`config.mk`:
```
export PLATFORM = sky130hd
export DESIGN_NAME = io_uart_tx_responder
export DESIGN_NICKNAME = d
export VERILOG_FILES = /design/src/rtl/io_uart_pkg.sv /design/src/rtl/io_uart_tx_responder_sync_fifo.sv /design/src/rtl/io_uart_tx_responder.sv
export SDC_FILE = /design/constraint.sdc
export NUM_CORES = 1
export LEC_CHECK = 0
export ABC_AREA = 1
export BUFFER_PORTS_ARGS = -buffer_cell sky130_fd_sc_hd__buf_2
export CORE_MARGIN = 2
export CORE_UTILIZATION = 50
export CTS_CLUSTER_SIZE = 30
export DETAILED_ROUTE_END_ITERATION = 8
export GPL_TIMING_DRIVEN = 0
export PLACE_DENSITY_LB_ADDON = 0.15
export SETUP_SLACK_MARGIN = 0.4
export SYNTH_ARGS = -nofsm -noshare
export SYNTH_HDL_FRONTEND = slang
export SYNTH_SLANG_ARGS = --single-unit
```
`constraint.sdc`:
```
create_clock -name clk -period 5.5 [get_ports clk]
set_input_delay 1.1 -clock clk [delete_from_list [all_inputs] [get_ports clk]]
set_output_delay 1.1 -clock clk [all_outputs]
set_load 0.1 [all_outputs]
```
`src/rtl/io_uart_pkg.sv`:
```
// Shared constants for the IO-bus UART transmitter: register offsets,
// STATUS bit positions and the serialiser state encoding.
package io_uart_pkg;

   localparam logic [1:0] OFS_TXDATA = 2'd0;
   localparam logic [1:0] OFS_STATUS = 2'd1;
   localparam logic [1:0] OFS_DIV    = 2'd2;

   localparam int ST_EMPTY_BIT = 0;
   localparam int ST_FULL_BIT  = 1;
   localparam int ST_BUSY_BIT  = 2;
   localparam int ST_OVF_BIT   = 3;

   typedef enum logic [1:0] {
      S_IDLE  = 2'd0,
      S_START = 2'd1,
      S_DATA  = 2'd2,
      S_STOP  = 2'd3
   } tx_state_e;

   function automatic logic [15:0] pack_status(input logic ovf, input logic busy,
                                               input logic full, input logic empty);
      logic [15:0] s;
      s = '0;
      s[ST_OVF_BIT]   = ovf;
      s[ST_BUSY_BIT]  = busy;
      s[ST_FULL_BIT]  = full;
      s[ST_EMPTY_BIT] = empty;
      return s;
   endfunction

endpackage

```
`src/rtl/io_uart_tx_responder_sync_fifo.sv`:
```
// Small synchronous FIFO; pointers carry an extra wrap bit so full and empty
// are told apart without a separate counter.
module sync_fifo #(
   parameter int WIDTH = 8,
   parameter int DEPTH = 4
) (
   input  logic             clk,
   input  logic             rst_n,
   input  logic             push,
   input  logic [WIDTH-1:0] wdata,
   input  logic             pop,
   output logic [WIDTH-1:0] rdata,
   output logic             full,
   output logic             empty
);

   localparam int AW = $clog2(DEPTH);

   logic [WIDTH-1:0] mem_q [DEPTH];
   logic [AW:0]      wr_ptr_q, wr_ptr_d;
   logic [AW:0]      rd_ptr_q, rd_ptr_d;
   logic             do_push, do_pop;

   assign empty   = (wr_ptr_q == rd_ptr_q);
   assign full    = (wr_ptr_q[AW] != rd_ptr_q[AW]) &&
                    (wr_ptr_q[AW-1:0] == rd_ptr_q[AW-1:0]);
   assign do_pop  = pop && !empty;
   // A pop in the same cycle frees the slot, so a push while full still lands.
   assign do_push = push && (!full || do_pop);
   assign rdata   = mem_q[rd_ptr_q[AW-1:0]];

   always_comb begin
      wr_ptr_d = wr_ptr_q;
      rd_ptr_d = rd_ptr_q;
      if (do_push) wr_ptr_d = wr_ptr_q + {{AW{1'b0}}, 1'b1};
      if (do_pop)  rd_ptr_d = rd_ptr_q + {{AW{1'b0}}, 1'b1};
   end

   always_ff @(posedge clk or negedge rst_n) begin
      if (!rst_n) begin
         wr_ptr_q <= '0;
         rd_ptr_q <= '0;
      end else begin
         wr_ptr_q <= wr_ptr_d;
         rd_ptr_q <= rd_ptr_d;
      end
   end

   always_ff @(posedge clk) begin
      if (do_push) mem_q[wr_ptr_q[AW-1:0]] <= wdata;
   end

endmodule

```
`src/rtl/io_uart_tx_responder.sv`:
```
// IO-bus responder: 4-port register window feeding a TX FIFO and an 8N1
// serialiser. io_ack pulses one cycle after any in-window access; io_rdata is valid in that cycle.
module io_uart_tx_responder
   import io_uart_pkg::*;
#(
   parameter logic [15:0] BASE_PORT  = 16'h0010,
   parameter int          FIFO_DEPTH = 4,
   parameter logic [15:0] DIV_RESET  = 16'd868
) (
   input  logic        clk,
   input  logic        reset,
   input  logic        io_enable,
   input  logic        io_rw,
   input  logic [15:0] io_port,
   input  logic [15:0] io_wdata,
   output logic [15:0] io_rdata,
   output logic        io_ack,
   output logic        tx,
   output logic        tx_idle,
   output tx_state_e   dbg_state
);

   tx_state_e   state_q, state_d;
   logic [15:0] div_q, div_d;
   logic [15:0] cnt_q, cnt_d;
   logic [2:0]  bit_cnt_q, bit_cnt_d;
   logic [7:0]  shift_q, shift_d;
   logic        tx_q, tx_d;
   logic        overflow_q, overflow_d;
   logic        io_ack_q, io_ack_d;
   logic [15:0] io_rdata_q, io_rdata_d;

   logic        in_win, wr_acc, rd_acc;
   logic [1:0]  ofs;
   logic        push_req, fifo_pop, fifo_full, fifo_empty, dropped;
   logic [7:0]  fifo_rdata;
   logic        busy, bit_end;

   assign in_win   = io_enable && (io_port[15:2] == BASE_PORT[15:2]);
   assign ofs      = io_port[1:0];
   assign wr_acc   = in_win && io_rw;
   assign rd_acc   = in_win && !io_rw;
   assign push_req = wr_acc && (ofs == OFS_TXDATA);
   assign fifo_pop = (state_q == S_IDLE) && !fifo_empty;
   assign dropped  = push_req && fifo_full && !fifo_pop;
   assign busy     = (state_q != S_IDLE);
   assign bit_end  = (cnt_q == 16'd0);

   sync_fifo #(
      .WIDTH (8),
      .DEPTH (FIFO_DEPTH)
   ) u_fifo (
      .clk   (clk),
      .rst_n (reset),
      .push  (push_req),
      .wdata (io_wdata[7:0]),
      .pop   (fifo_pop),
      .rdata (fifo_rdata),
      .full  (fifo_full),
      .empty (fifo_empty)
   );

   always_comb begin
      io_ack_d   = in_win;
      io_rdata_d = io_rdata_q;
      div_d      = div_q;
      overflow_d = overflow_q;
      if (rd_acc) begin
         case (ofs)
            OFS_STATUS: io_rdata_d = pack_status(overflow_q, busy, fifo_full, fifo_empty);
            OFS_DIV:    io_rdata_d = div_q;
            default:    io_rdata_d = 16'd0;
         endcase
      end
      if (wr_acc && (ofs == OFS_DIV)) div_d = (io_wdata == 16'd0) ? 16'd1 : io_wdata;
      if (rd_acc && (ofs == OFS_STATUS)) overflow_d = 1'b0;
      // A fresh drop in the same cycle as the clearing read keeps the flag set.
      if (dropped) overflow_d = 1'b1;
   end

   always_comb begin
      state_d   = state_q;
      cnt_d     = cnt_q;
      bit_cnt_d = bit_cnt_q;
      shift_d   = shift_q;
      if (state_q != S_IDLE) cnt_d = bit_end ? (div_q - 16'd1) : (cnt_q - 16'd1);
      case (state_q)
         S_IDLE: begin
            if (!fifo_empty) begin
               state_d = S_START;
               shift_d = fifo_rdata;
               cnt_d   = div_q - 16'd1;
            end
         end
         S_START: begin
            if (bit_end) begin
               state_d   = S_DATA;
               bit_cnt_d = 3'd0;
            end
         end
         S_DATA: begin
            if (bit_end) begin
               shift_d = {1'b0, shift_q[7:1]};
               if (bit_cnt_q == 3'd7) state_d = S_STOP;
               else bit_cnt_d = bit_cnt_q + 3'd1;
            end
         end
         S_STOP: begin
            if (bit_end) state_d = S_IDLE;
         end
         default: state_d = S_IDLE;
      endcase
      case (state_d)
         S_START: tx_d = 1'b0;
         S_DATA:  tx_d = shift_d[0];
         default: tx_d = 1'b1;
      endcase
   end

   always_ff @(posedge clk or negedge reset) begin
      if (!reset) begin
         state_q    <= S_IDLE;
         div_q      <= DIV_RESET;
         cnt_q      <= '0;
         bit_cnt_q  <= '0;
         shift_q    <= '0;
         tx_q       <= 1'b1;
         overflow_q <= 1'b0;
         io_ack_q   <= 1'b0;
         io_rdata_q <= '0;
      end else begin
         state_q    <= state_d;
         div_q      <= div_d;
         cnt_q      <= cnt_d;
         bit_cnt_q  <= bit_cnt_d;
         shift_q    <= shift_d;
         tx_q       <= tx_d;
         overflow_q <= overflow_d;
         io_ack_q   <= io_ack_d;
         io_rdata_q <= io_rdata_d;
      end
   end

   assign tx        = tx_q;
   assign io_ack    = io_ack_q;
   assign io_rdata  = io_rdata_q;
   assign tx_idle   = fifo_empty && (state_q == S_IDLE);
   assign dbg_state = state_q;

endmodule

```
After elaboration in Yosys (flattened, before gate mapping):

Memories as Yosys holds them, arrays and structs flattened.
Index checks and enable logic that the tools add are counted.

* div/mod/pow operators: 0
* bitwise operators: 0
* shift operators: 0
* $mul: 0
* reductions and logical operators: 28
* eq/ne operators: 16
* muxes and demuxes: 24
* $add $sub $neg: 5
* magnitude comparators: 0

Operators by type and width (count)
* 16-bit two-way mux: 5
* 16-bit logical NOT: 2
* 16-bit case mux with 2 select lines: 1
* 16-bit by 1-bit subtractor with 16-bit output (second input constant): 2
* 8-bit two-way mux: 2
* 8-bit case mux with 2 select lines: 1
* 14-bit by 3-bit == test with 1-bit output (second input constant): 1
* 1-bit logical AND: 13
* 2-bit two-way mux: 5
* 3-bit by 1-bit adder with 3-bit output (second input constant): 3
* 3-bit two-way mux: 3
* 2-bit == test (second input constant): 4
* 2-bit inequality test (second input constant): 4
* 2-bit case mux with 4 select lines: 1
* 2-bit nonzero test: 4
* 2-bit by 1-bit == test with 1-bit output (second input constant): 3
* 3-bit case mux with 2 select lines: 1
* 1-bit logical NOT: 4
* 2-bit logical NOT: 2
* 1-bit two-way mux: 4
* 4-bit AND reduction: 1
* 3-bit == test: 1
* 3-bit == test (second input constant): 1
* 3-bit AND reduction: 1
* other kinds (4): 4

* bits in registers: 70
* memories kept: 1
* output and inout bits: 21
* bits of input ports: 36
* logic and storage cells: 86
* memory bits (writable): 32
* bits in read-only memories: 0
* latch bits: 0

Memories
* u_fifo.mem_q: depth 4, bits a word 8, read ports 1, clocked after Yosys merged registers in 0, write ports 1, line io_uart_tx_responder_sync_fifo.sv:19 `logic [WIDTH-1:0] mem_q [DEPTH];`

Longest topological paths before layout:

* depth after elaboration: 8
* gate-level depth with buffers: 12
* gate-level depth less buffers: 12

By module:

From an unflattened synthesis, not the netlist that was laid out.

* cells, all modules: 660
* area, all modules: 5541.6 um^2

By module, submodules not included
* io_uart_tx_responder: sequential area each 1609.0 um^2, cells an instance 523, times used 1, area an instance 3880.0 um^2
* sync_fifo: sequential area each 1111.1 um^2, cells an instance 137, times used 1, area an instance 1661.6 um^2

Worst setup path after synthesis:

No wires, ideal clock.

* path kind: reg-to-output
* start point: register state_q[0], in the netlist dbg_state[0]
* end point: output port tx_idle
* setup slack: 2.389 ns
* stages on the path, launching flop included: 4
* required time: 4.400 ns
* data arrival time: 2.011 ns
* path buffers: 0
* path through: dfrtp_1 -> nor2_4 -> nand4_4 -> inv_1

* word-level cells in the longest chain between the ends: 2

Ends and longest elaborated chain
* from (decl): line io_uart_tx_responder.sv:23 `tx_state_e state_q, state_d;`
* from (signal assigned): line io_uart_tx_responder.sv:132 `state_q <= state_d;`
* 2-bit logical NOT: line io_uart_tx_responder.sv:147 `assign tx_idle = fifo_empty && (state_q == S_IDLE);`
* 1-bit logical AND: line io_uart_tx_responder.sv:147
* to (decl): line io_uart_tx_responder.sv:19 `output logic tx_idle,`

Every way passes these cells.

Final worst setup path:

* start point: register u_fifo.rd_ptr_q[1]
* end point: output port tx_idle

* word-level cells in the longest chain between the ends: 2

Ends and longest elaborated chain
* from (decl): line io_uart_tx_responder_sync_fifo.sv:21 `logic [AW:0] rd_ptr_q, rd_ptr_d;`
* from (signal assigned): line io_uart_tx_responder_sync_fifo.sv:45 `rd_ptr_q <= rd_ptr_d;`
* 3-bit == test: line io_uart_tx_responder_sync_fifo.sv:24 `assign empty = (wr_ptr_q == rd_ptr_q);`
* 1-bit logical AND: line io_uart_tx_responder.sv:147

Every way passes these cells.

==> impl_metrics.tcl <==
set metrics [dict create \
    p_total_mw 1.47 \
    initial_utilization_pct 51.9 \
    io_buffers 56 \
    synth_top_cell_area_share_pct 29.6 \
    viasPerCell 5.10 \
    post_cts_buffers 0 \
    fp.dieH_microns 108 \
    period_needed_ns 3.28 \
    grt_max_degree 71 \
    hold_slack_ns 0.483 \
    grt_overflow_total 0 \
    drc 0 \
    clk_latency_ns 0.39 \
    hpwl_microns 9060 \
    vias 4186 \
    die-area_sq_mm 0.0117 \
    setup_violations 0 \
    clock_skew_ns 0.00716 \
    ys_async_sr_fraction_pct 68.6 \
    synth_edf_count 32 \
    ys_ff_latch 102 \
    r2r_start "dbg_state[0]$_DFF_PN0_" \
    syn_nets 661 \
    cts_tree "built" \
    end_kind "primary output" \
    drive_gt1_share_pct 18.6 \
    path_class "register to primary output" \
    wl_microns 12100 \
    critPathLaunchType "register" \
    diodes 0 \
    clock-sinks 102 \
    maxCapViolCount 0 \
    track_usage_pct 22.4 \
    core-area_sq_mm 0.0104 \
    grt_pass1_wl_microns 20200 \
    h-tree-depth 3 \
    ys_seq_area_share_pct 50.3 \
    crit_chain "buf_6 -> inv_4 -> nand2_1 -> nand2_2 -> nand4_4 -> inv_1 -> buf_2" \
    ir_drop_mv 0.178 \
    setup_tns_ns 0 \
    startpoint "u_fifo.rd_ptr_q[1]$_DFFE_PN0P_" \
    final-hold-violation-count 0 \
    die_x_microns 108 \
    ctsHoldBuffers 0 \
    slew_headroom_pct 41.3 \
    synthToLayoutAreaGrowth_pct 12.2 \
    gp_congestion 0.880 \
    drt-initial-drc-count 241 \
    final_net_count 728 \
    cellPowerDensity_mw_per_mm2 243 \
    antenna_found_initial 0 \
    yosys_warnings 0 \
    post_cts_resized 0 \
    worstPathRequired_ns 4.40 \
    drv_slew 0 \
    hold_class "register to register" \
    syn_inst 612 \
    path_clk_slew_ns 0.11 \
    synth_flop_cell "dfrtp_1" \
    cp_slowest_stage_delay_ns 0.48 \
    firstDrtPassIters 4 \
    synth_top_cell_by_area "dfrtp_1" \
    ant_nets 0 \
    synthTopCellsByArea "dfrtp_1, edfxtp_1, nand2_1, nor2_1, inv_1" \
    tightest_slew_ns 0.881 \
    arrival_ns 2.18 \
    outcome "finished, final reports clean" \
    cts_buffers 9 \
    cts-root-buf "clkbuf_8" \
    first_global_vias 4154 \
    fmax_ghz 0.305 \
    syn_avg_cell_area_sq_um 8.84 \
    row_count 37 \
    wl_per_cell_microns 14.7 \
    ioPinCount 57 \
    min_from "bit_cnt_q[0]$_DFFE_PN0P_" \
    rsz0062_at_grt "false" \
    synth_area_sq_mm 0.00541 \
    clockBufferDepth 2 \
    post-route-period-util_pct 59.6 \
    final_core_util_pct 58.3 \
    p_leak_nw 2.92 \
    critPathSlowestCell "buf_2" \
    synth.distinct_cells 40 \
    critPathMaxFanout 10 \
]
-- synth_stat cells (9+ instances only) --
master and number:
ha_1 13, nand2_1 142, a21oi_1 14, edfxtp_1 32, dfrtp_1 64, o22ai_1 14, inv_1 66, o31ai_1 9
o21ai_1 17, xor2_1 12, o21ai_0 27, nor2_1 78, nand3_1 45
-- power breakdown --
part | switching, mW | total (mW) | internal, mW
Combinational | 0.0962 | 0.159 | 0.0629
Sequential | 0.0275 | 0.829 | 0.801
Clock | 0.304 | 0.486 | 0.183
Total | 0.427 | 1.47 | 1.05
-- cells by family (layout without fill, tap and decap cells) --
group	count (synthesis)	in the layout	share of synthesized area (%)
DFF	102	102	50.3
adders and majority gates	13	13	3.01
buffers and inverters	84	156	6.71
AOI/OAI and AO/OA	93	93	10.5
and+or+nand+nor	302	302	26.2
xor gates and xnor gates	18	18	3.26
-- routing by layer --
metal | track usage [%] | share of wire (%)
met2 | 36.1 | 46
met5 | 0 | 0
met1 | 31.5 | 49
met3 | 3.74 | 4.1
met4 | 6.04 | 1.1
-- cell type report --
cell class / instances / area, sq um
clock inverter: 7 / 81.3
timing repair buffer: 56 / 283
sequential: 102 / 2720
tap: 136 / 170
inverter: 72 / 280
buffer: 12 / 82.6
clock buffer: 9 / 124
fill: 931 / 4350
multi-input combinational: 426 / 2330
-- flip-flops by register name (all words and copies together), names as in the netlist --
signal           cells
u_fifo.mem_q        32
cnt_q               16
div_q               16
io_rdata            16
shift_q              8
bit_cnt_q            3
u_fifo.rd_ptr_q      3
u_fifo.wr_ptr_q      3
dbg_state            2
io_ack               1
overflow_q           1
tx                   1
-- through the flow --
step | area [sq um] | setup slack (ns) | cells
2_1_floorplan | 5410 | 2.39 | 612
3_3_place_gp | 5860 | 2.50 | 804
3_5_place_dp | 5860 | 2.43 | 804
4_1_cts | 6070 | 2.19 | 820
5_1_grt | 6070 | 2.12 | 820
6_report | 6070 | 2.22 | 820
-- cells in the final DEF, fill, tap and decap left out, types with 9 or more instances in the layout --
| cell type | netlist | routed |
|---|---|---|
| ha_1 | 13 | 13 |
| a21oi_1 | 14 | 14 |
| buf_2 | 6 | 61 |
| clkbuf_8 | 0 | 9 |
| dfrtp_1 | 64 | 64 |
| edfxtp_1 | 32 | 32 |
| o31ai_1 | 9 | 9 |
| o21ai_0 | 27 | 27 |
| nand2_1 | 142 | 142 |
| inv_1 | 66 | 66 |
| o21ai_1 | 17 | 17 |
| o22ai_1 | 14 | 14 |
| nor2_1 | 78 | 78 |
| nand3_1 | 45 | 45 |
| xor2_1 | 12 | 12 |
-- critical path: cells and delay by family, from the launching register on --
family	cells	cell delay, ns
flip-flops	1	0.41
AND/OR/NAND/NOR	3	0.37
buffers and inverters	4	0.99
-- worst paths after layout --
| path | endpoint | slack (ns) | depth (start not counted) |
|---|---|---|---|
| setup / recovery | tx_idle | 2.22 | 7 |
| setup reg to reg | u_fifo.mem_q[2][2]$_DFFE_PP_ | 3.17 | 5 |
| min in group asynchronous | u_fifo.wr_ptr_q[2]$_DFFE_PN0P_ | 0.82 | 1 |
| max in group asynchronous | io_rdata[9]$_DFFE_PN0N_ | 4.10 | 1 |
| hold / removal | bit_cnt_q[0]$_DFFE_PN0P_ | 0.48 | 1 |
| hold reg to reg | bit_cnt_q[0]$_DFFE_PN0P_ | 0.48 | 1 |
(Power assumes the default switching activity.)
